--- src/rtl/core_io_pkg.sv ---
// ----------------------------------------------------------------------------
// core_io_pkg
// Shared definitions for the core's I/O path: the output word width, the
// default output FIFO depth and the output word type used between the
// execute stage and the output port buffer.
// ----------------------------------------------------------------------------
package core_io_pkg;

    // Width of one word written by an OUT instruction.
    localparam int OUT_DATA_W     = 16;

    // Default number of queued OUT words (power of two, at least 2).
    localparam int OUT_FIFO_DEPTH = 8;

    // One output word as produced by the execute-stage ALU.
    typedef logic [15:0] out_word_t;

endpackage : core_io_pkg

--- src/rtl/out_fifo_ram.sv ---
// ----------------------------------------------------------------------------
// out_fifo_ram
// DEPTH x DATA_W storage for the output port FIFO. One synchronous write
// port and one asynchronous read port. The array is deliberately not reset:
// the owning FIFO never presents a slot that has not been written since the
// last reset.
//
// Ports:
//   clk      in   write clock, rising edge
//   wrEn     in   write strobe
//   wrAddr   in   write slot index
//   wrData   in   word to store
//   rdAddr   in   read slot index
//   rdData   out  word held in slot rdAddr (combinational)
// ----------------------------------------------------------------------------
module out_fifo_ram
    import core_io_pkg::*;
#(
    parameter  int DATA_W = OUT_DATA_W,
    parameter  int DEPTH  = OUT_FIFO_DEPTH,
    localparam int ADDR_W = $clog2(DEPTH)
) (
    input  logic              clk,
    input  logic              wrEn,
    input  logic [ADDR_W-1:0] wrAddr,
    input  logic [DATA_W-1:0] wrData,
    input  logic [ADDR_W-1:0] rdAddr,
    output logic [DATA_W-1:0] rdData
);

    logic [DATA_W-1:0] mem_r [DEPTH];

    // Storage write port.
    always_ff @(posedge clk) begin
        if (wrEn) begin
            mem_r[wrAddr] <= wrData;
        end
    end

    // Asynchronous read of the addressed slot.
    assign rdData = mem_r[rdAddr];

endmodule : out_fifo_ram

--- src/rtl/out_port_fifo.sv ---
// ----------------------------------------------------------------------------
// out_port_fifo
// Queues every OUT-instruction write from the core and drains it to the
// output peripheral through a valid/ready handshake (first-word-fall-through).
// A mirror of the last accepted word keeps the legacy 16-bit `out` bus
// behaviour, and a sticky flag records any word dropped because the queue
// was full.
//
// Ports:
//   clk         in   clock, rising edge
//   rst         in   synchronous reset, active-high
//   i_write     in   one-cycle push strobe (core output_write)
//   i_data      in   word to push (execute-stage ALU result)
//   i_ready     in   peripheral takes the head word this cycle
//   i_clr_ovf   in   clear the sticky overflow flag
//   o_valid     out  head word available
//   o_data      out  head word, 0 when empty
//   o_full      out  queue holds DEPTH words
//   o_count     out  occupancy 0..DEPTH
//   o_overflow  out  sticky: a push was dropped
//   o_last      out  last accepted pushed word
// ----------------------------------------------------------------------------
module out_port_fifo
    import core_io_pkg::*;
#(
    parameter  int DATA_W = OUT_DATA_W,
    parameter  int DEPTH  = OUT_FIFO_DEPTH,
    localparam int PTR_W  = $clog2(DEPTH)
) (
    input  logic              clk,
    input  logic              rst,
    input  logic              i_write,
    input  logic [DATA_W-1:0] i_data,
    input  logic              i_ready,
    input  logic              i_clr_ovf,
    output logic              o_valid,
    output logic [DATA_W-1:0] o_data,
    output logic              o_full,
    output logic [PTR_W:0]    o_count,
    output logic              o_overflow,
    output logic [DATA_W-1:0] o_last
);

    localparam logic [PTR_W:0]   CNT_ZERO = {(PTR_W+1){1'b0}};
    localparam logic [PTR_W:0]   CNT_ONE  = {{PTR_W{1'b0}}, 1'b1};
    localparam logic [PTR_W:0]   CNT_FULL = (PTR_W+1)'(DEPTH);
    localparam logic [PTR_W-1:0] PTR_ONE  = {{(PTR_W-1){1'b0}}, 1'b1};

    logic [PTR_W-1:0]  wrPtr_r;
    logic [PTR_W-1:0]  rdPtr_r;
    logic [PTR_W:0]    count_r;
    logic              valid_r;
    logic              full_r;
    logic              overflow_r;
    logic [DATA_W-1:0] last_r;

    logic              popFire_s;
    logic              pushAccept_s;
    logic              drop_s;
    logic [PTR_W:0]    countNext_s;
    logic [DATA_W-1:0] ramRdData_s;

    // A pop needs a word already visible at the head; a full queue can still
    // take a push when the head leaves in the same cycle.
    assign popFire_s    = valid_r & i_ready;
    assign pushAccept_s = i_write & (~full_r | popFire_s);
    assign drop_s       = i_write & full_r & ~popFire_s;

    // Occupancy after this cycle's push/pop.
    always_comb begin
        countNext_s = count_r;
        case ({pushAccept_s, popFire_s})
            2'b10:   countNext_s = count_r + CNT_ONE;
            2'b01:   countNext_s = count_r - CNT_ONE;
            default: countNext_s = count_r;
        endcase
    end

    // Pointers, occupancy, derived status flags and the legacy mirror.
    // valid/full are registered from the next count so they need no decode
    // on the output path.
    always_ff @(posedge clk) begin
        if (rst) begin
            wrPtr_r    <= {PTR_W{1'b0}};
            rdPtr_r    <= {PTR_W{1'b0}};
            count_r    <= CNT_ZERO;
            valid_r    <= 1'b0;
            full_r     <= 1'b0;
            overflow_r <= 1'b0;
            last_r     <= {DATA_W{1'b0}};
        end else begin
            if (pushAccept_s) begin
                wrPtr_r <= wrPtr_r + PTR_ONE;
                last_r  <= i_data;
            end
            if (popFire_s) begin
                rdPtr_r <= rdPtr_r + PTR_ONE;
            end
            count_r <= countNext_s;
            valid_r <= (countNext_s != CNT_ZERO);
            full_r  <= (countNext_s == CNT_FULL);
            // A drop in the same cycle as a clear leaves the flag set.
            if (drop_s) begin
                overflow_r <= 1'b1;
            end else if (i_clr_ovf) begin
                overflow_r <= 1'b0;
            end
        end
    end

    // The write is gated by rst so a reset cycle leaves no trace at all.
    out_fifo_ram #(
        .DATA_W (DATA_W),
        .DEPTH  (DEPTH)
    ) u_ram (
        .clk    (clk),
        .wrEn   (pushAccept_s & ~rst),
        .wrAddr (wrPtr_r),
        .wrData (i_data),
        .rdAddr (rdPtr_r),
        .rdData (ramRdData_s)
    );

    // Head word; forced to zero when empty so stale slots never leak out.
    // A push only ever writes the tail slot, so the head is stable under
    // backpressure.
    always_comb begin
        o_data = {DATA_W{1'b0}};
        if (valid_r) begin
            o_data = ramRdData_s;
        end else begin
            o_data = {DATA_W{1'b0}};
        end
    end

    assign o_valid    = valid_r;
    assign o_full     = full_r;
    assign o_count    = count_r;
    assign o_overflow = overflow_r;
    assign o_last     = last_r;

endmodule : out_port_fifo

--- config.mk ---
export PLATFORM = sky130hd
export DESIGN_NAME = out_port_fifo
export DESIGN_NICKNAME = d
export VERILOG_FILES = /design/src/rtl/core_io_pkg.sv /design/src/rtl/out_fifo_ram.sv /design/src/rtl/out_port_fifo.sv
export SDC_FILE = /design/constraint.sdc
export NUM_CORES = 1
export LEC_CHECK = 0
export CORE_ASPECT_RATIO = 1.75
export CORE_MARGIN = 1
export CORE_UTILIZATION = 30
export DETAILED_ROUTE_END_ITERATION = 10
export PLACE_DENSITY_LB_ADDON = 0.2
export SYNTH_ARGS = -nofsm -noshare
export SYNTH_HDL_FRONTEND = slang
export SYNTH_SLANG_ARGS = --single-unit
--- constraint.sdc ---
create_clock -name clk -period 8.3 [get_ports clk]
set_clock_uncertainty 0.1 [all_clocks]
set_input_delay 1.66 -clock clk [delete_from_list [all_inputs] [get_ports clk]]
set_output_delay 1.66 -clock clk [all_outputs]
set_load 0.02 [all_outputs]
==> key figures, run 1 <==
Layout
  • Post-synthesis to final-layout area growth: 23.9%
  • Most frequent cells in the layout: edfxtp_1, clkdlybuf4s50_1, nand2_1
  • Share of layout cells above drive strength 1: 18.6%
  • Final #Nets: 454
  • Finished Core Util: 37.8%
  • Commonest non-fill, non-tap cell in the layout: edfxtp_1
  • N_diodes: 0

Floorplanning
  • Initial core utilization: 30.5%
  • Chip width: 110 um
  • Die area: 21100 um2
  • FP Rows: 69
  • I/O Pins: 60
  • Core footprint: 20200 um2
  • Die Ht: 192 um

Global routing
  • Largest net degree at the start of global routing: 35
  • Vias in the first global route: 3482
  • Total grt overflow: 0
  • All-layer global routing usage: 14.0%
  • Initial antenna violation count: 0
  • First-pass GRT wire length: 20600 um

Timing
  • RSZ-0062 raised after global routing: false
  • Fin. Hold Viols: 0
  • Worst slew pin tran: 1.06 ns
  • Setup TNS: 0 ns
  • Slew HR: 29.2%
  • Final slew viol count: 0
  • Fmax: 0.195 GHz
  • Final Setup Violations: 0
  • Period minus WS final: 5.12 ns
  • Fin crit share: 61.7%

Setup path
  • Max incr delay on CP: 0.79 ns
  • Critical path type: in2reg
  • Critical path's slowest cell: a21boi_2
  • Crit-path cells: clkdlybuf4s50_1 > nand2_1 > a21boi_2 > inv_1 > ha_1 > xor2_1 > ha_1 > a21oi_1 > xor2_1 > nor2_1 > xnor2_1 > nor4bb_1
  • Startpoint Class: input pin
  • Worst EP arrival: 5.34 ns
  • CP Capture Type: flip-flop
  • Crit-path leading delay family: buffers and inverters
  • Critical path fanouts, max: 23
  • Crit path buf inv count: 2
  • Worst path required time: 8.52 ns

Detailed routing
  • Highest Signal Layer: met4
  • Vias: 3252
  • M1 wire length: 5420 um
  • DRT antenna net count: 0
  • Wire length on met2: 7470 um
  • Via density: 4.72
  • Detailed-route DRC error count: 0
  • WL final: 13500 um
  • Initial drt markers: 130
  • Drt pass-1 iters: 4
  • DR WL met3: 349 um
  • Routed len/inst: 19.6 um

Synth
  • Post-Syn Area: 6160 um2
  • Yosys reg bits: 160
  • Syn Inst Count: 356
  • Synth Area per Inst: 17.3 um2
  • Synth Net Count: 382
  • Synth unique cells: 28
  • Yosys warns: 0
  • Synth Flop Type: edfxtp_1
  • EDFF count, synth: 128
  • Seq/Total Area, Yosys: 72.8%
  • Synth async-reset ratio: 0%

Clock network
  • CTS tree: done
  • Clk_lat worst skew: 0.42 ns
  • Hold_buf cts: 0
  • Post-CTS setup buffer count: 0
  • Clock-pin slew on the worst setup and hold paths: 0.07 ns
  • Clock root cell: clkbuf_16
  • Clock Tree Buf Depth: 2
  • Max H-tree Level: 4
  • PostCTS Resize Cnt: 0
  • Clock sink count: 160
  • CTS Buf Count: 17

Placed design
  • Hpwl dp: 8600 um
  • I/O Buffers: 59
  • Placer Congestion: 0.718

Pwr
  • Clk pwr share: 36.9%
  • Worst vdd ir: 146 uV
  • Switching Fraction: 25.5%
  • Internal cell power: 1450 uW
  • Combinational power share: 15.4%
  • Cell leakage power: 0.00247 uW
  • Psw: 497 uW
  • Pwr per Cell Area: 255 nW/um2
  • Seq pwr share: 47.7%

Hold path
  • Min-delay worst type: reg2reg

Flow run
  • Max-Cap Viols: 0

Outcome
  • Run status: complete, no violations
==> sequential cells by signal, indices dropped and copies added (netlist names), named ones only <==
name,flops
o_count,4
o_full,1
o_last,16
o_overflow,1
o_valid,1
rdPtr_r,3
u_ram.mem_r,128
wrPtr_r,3
==> power groups by stage <==
stage / registers (uW) / logic (uW) / clock network, uW
floorplan: 942 / 186 / 0
global placement: 949 / 305 / 0
detailed placement: 949 / 308 / 0
CTS: 932 / 309 / 737
global route: 934 / 328 / 769
finish: 930 / 301 / 719
==> metrics by stage <==
stage / power [uW] / area [um2] / hold WS (ns) / instances / setup WS [ns]
after floorplan: 1130 / 6160 / 0.354 / 356 / 4.32
after global placement: 1250 / 7090 / 0.354 / 657 / 2.83
after detailed placement: 1260 / 7090 / 0.351 / 657 / 2.71
after CTS: 1980 / 7630 / 0.364 / 689 / 3.12
after global routing: 2030 / 7630 / 0.393 / 689 / 2.78
final: 1950 / 7630 / 0.361 / 689 / 3.18
==> path summary, 6_finish.rpt <==
| kind | cells past startpoint | slack, ns | endpoint | from |
|---|---|---|---|---|
| worst min register to register | 2 | 0.36 | o_last[0] | o_last[0] |
| worst min-delay path | 2 | 0.36 | o_last[0] | o_last[0] |
| worst max-delay path | 12 | 3.18 | o_full | i_ready |
| worst max register to register | 11 | 3.90 | o_full | o_valid |
==> cells in the mapped netlist (4+ instances only) <==
master	count	area, um2
nor3_1	4	20.0
a21oi_1	20	100
buf_2	4	20.0
dfxtp_1	32	641
edfxtp_1	128	3840
buf_1	4	15.0
xor2_1	5	43.8
nor2_1	16	60.1
ha_1	5	62.6
clkbuf_1	6	22.5
nand2_1	42	158
mux4_2	32	721
mux2i_1	17	170
nor2b_1	18	113
==> tightest hold or removal path: cells and delay by family (launching register included) <==
family | cells | cell delay (ns)
flops | 1 | 0.31
simple gates | 1 | 0.05
compound gates | 1 | 0.05
==> cell type report <==
| cell class | count | area [um2] |
|---|---|---|
| multi-input cells | 176 | 1610 |
| inverters | 3 | 11.3 |
| clock inverters | 11 | 76.3 |
| repair buffers | 70 | 673 |
| clock buffers | 21 | 464 |
| flip-flops and latches | 160 | 4490 |
| well taps | 248 | 310 |
| fillers | 1907 | 12600 |
==> metal layers <==
metal	vias to the layer above	track usage (%)
met5	-	0
met4	0	5.82
met3	14	2.86
met2	60	24.7
met1	1675	16.0
li1	1503	-
==> logic make-up after synthesis <==
family | synth area share [%]
simple gates | 6.64
fa+ha+maj | 1.02
mux | 14.5
compound gates | 2.46
buf+inv | 1.48
xor+xnor | 1.14
flops | 72.8
Note: power is estimated with default switching activity, not from simulation.
==> run 2, diff against run 1 <==
clock period = 5.27 ns   (was 8.3 ns; I/O delays follow)
==> run 2 against run 1 <==
Sequential cell count unchanged; design area grew 1.4%; non-clock buffer count is 4 higher; core utilization up 0.52 points; count of clock-buffer cells in the layout fell by 1; clock power rose by 75%; largest power group unchanged.
==> key figures, run 2 (synthesis results as in run 1) <==
Outcome
  • Run status: complete, no violations (unchanged)

Timing
  • Period minus WS final: 3.85 ns
  • Final Setup Violations: 0 (unchanged)
  • Fmax: 0.260 GHz
  • Slew HR: 37.3% (was 29.2%)
  • Final slew viol count: 0 (unchanged)
  • Worst slew pin tran: 0.941 ns (was 1.06 ns)
  • Hold Slack: 0.368 ns (was 0.361 ns)
  • Setup TNS: 0 ns (unchanged)
  • Fin crit share: 73.1%
  • RSZ-0062 raised after global routing: false (unchanged)
  • Fin. Hold Viols: 0 (unchanged)

Detailed routing
  • Initial drt markers: 131 (was 130)
  • Routed len/inst: 19.4 um (was 19.6 um)
  • Via density: 4.61 (was 4.72)
  • DRT antenna net count: 0 (unchanged)
  • WL final: 13500 um (about the same)
  • Detailed-route DRC error count: 0 (unchanged)
  • Vias: 3193 (was 3252)
  • Drt pass-1 iters: 4 (unchanged)

Setup path
  • Crit Reg-Reg Startpoint: o_valid (unchanged)
  • Worst path required time: 4.12 ns (was 8.52 ns)
  • Worst EP arrival: 2.70 ns (was 5.34 ns)
  • Cell depth of the worst setup path: 5 (was 12)
  • R2R Setup Slk: 2.52 ns (was 3.90 ns)
  • Critical path type: reg2out (was in2reg)
  • Crit-path leading delay family: buffers and inverters (unchanged)
  • Crit-path cells: buf_4 > mux4_2 > mux2i_1 > nor2b_1 > clkdlybuf4s50_1 (was clkdlybuf4s50_1 > nand2_1 > a21boi_2 > inv_1 > ha_1 > xor2_1 > ha_1 > a21oi_1 > xor2_1 > nor2_1 > xnor2_1 > nor4bb_1)
  • CP Capture Type: output port (was flip-flop)
  • Reg2reg end: o_full (unchanged)
  • Critical path's slowest cell: dfxtp_2 (was a21boi_2)
  • Crit path to: o_data[13] (was o_full)
  • Crit path buf inv count: 2 (unchanged)
  • Max incr delay on CP: 0.59 ns (was 0.79 ns)
  • Reg2Reg Depth: 12 (was 11)
  • Critical path fanouts, max: 12 (was 23)
  • Startpoint Class: flip-flop (was input pin)

Clock network
  • Clock Tree Buf Depth: 2 (unchanged)
  • Max H-tree Level: 4 (unchanged)
  • Hold_buf cts: 0 (unchanged)
  • Post-CTS setup buffer count: 0 (unchanged)
  • Clock sink count: 160 (unchanged)
  • CTS tree: done (unchanged)
  • Clk_lat worst skew: 0.42 ns (about the same)
  • CTS Buf Count: 17 (unchanged)
  • Clock root cell: clkbuf_16 (unchanged)
  • PostCTS Resize Cnt: 0 (unchanged)
  • Clock-pin slew on the worst setup and hold paths: 0.06 ns (was 0.07 ns)

Hold path
  • Min-delay worst type: reg2reg (unchanged)

Placed design
  • Hpwl dp: 8680 um (was 8600 um)
  • I/O Buffers: 59 (unchanged)
  • Placer Congestion: 0.692 (was 0.718)

Global routing
  • First-pass GRT wire length: 20700 um (was 20600 um)
  • All-layer global routing usage: 14.1% (was 14.0%)
  • Vias in the first global route: 3566 (was 3482)
  • Initial antenna violation count: 0 (unchanged)
  • Largest net degree at the start of global routing: 35 (unchanged)
  • Total grt overflow: 0 (unchanged)

Pwr
  • Cell leakage power: 0.00251 uW (was 0.00247 uW)
  • Pwr per Cell Area: 415 nW/um2 (was 255 nW/um2)
  • Worst vdd ir: 233 uV (was 146 uV)

Floorplanning
  • Die Ht: 192 um (unchanged)
  • Chip width: 110 um (unchanged)
  • I/O Pins: 60 (unchanged)
  • Core footprint: 20200 um2 (unchanged)
  • Die area: 21100 um2 (unchanged)
  • FP Rows: 69 (unchanged)
  • Initial core utilization: 30.5% (unchanged)

Layout
  • Final #Nets: 458 (was 454)
  • Max reg flops: 128 (unchanged)
  • N_diodes: 0 (unchanged)
  • Share of layout cells above drive strength 1: 19.1% (was 18.6%)
  • Top reg by flops: u_ram.mem_r (unchanged)
  • Most frequent cells in the layout: edfxtp_1, clkdlybuf4s50_1, nand2_1 (unchanged)
  • Commonest non-fill, non-tap cell in the layout: edfxtp_1 (unchanged)
  • Post-synthesis to final-layout area growth: 25.6% (was 23.9%)

Flow run
  • Max-Cap Viols: 0 (unchanged)
==> run 2: how the worst min path moves through the flow <==
stage,startpoint,end,slack [ns],cells past startpoint
floorplan,rdPtr_r[1],flip-flop,0.35,2
global placement,o_last[1],o_last[1],0.36,2
detailed placement,o_last[9],o_last[9],0.35,2
CTS,o_last[9],o_last[9],0.37,2
global route,o_last[9],o_last[9],0.38,2
finish,o_last[2],o_last[2],0.37,2
==> run 2: through the flow <==
step	setup WS (ns)	total power [uW]	instances	util (%)	instance area [um2]
floorplan	1.90	1780	356	-	6160
global placement	1.51	1980	661	35.2	7120
detailed placement	1.38	1990	661	35.2	7120
CTS	1.30	3260	693	38.3	7730
global route	1.22	3330	693	38.3	7730
finish	1.42	3210	693	38.3	7730
==> run 2: per-layer routing <==
layer | vias up | routed length [um] | track usage (%)
met1 | 1610 | 5330 | 15.8
met3 | 14 | 372 | 3.27
met2 | 56 | 7460 | 25.0
li1 | 1513 | - | -
met4 | 0 | 287 | 5.97
met5 | - | 0 | 0
==> run 2: power by group <==
group	internal, uW	total [uW]	switching, uW	leakage (uW)
Combinational	247	490	243	0.000790
Sequential	1410	1460	49.0	0.00142
Clock	773	1260	487	0.000298
==> run 2: layout make-up <==
type	count	area (um2)
Clock inverter	12	159
Inverter	3	11.3
Clock buffer	20	457
Sequential cell	160	4490
Timing Repair Buffer	74	703
Fill cell	1901	12500
Multi-Input combinational cell	176	1610
Tap cell	248	310
==> run 2: worst register-to-register path: cells and delay by family (launching register included) <==
kind                       cells  cell delay, ns
buffers and inverters          2            0.35
xor gates and xnor gates       3            0.61
adders and majority gates      2            0.46
AOI/OAI and AO/OA              2            0.36
and+or+nand+nor                3            0.46
DFF                            1            0.34
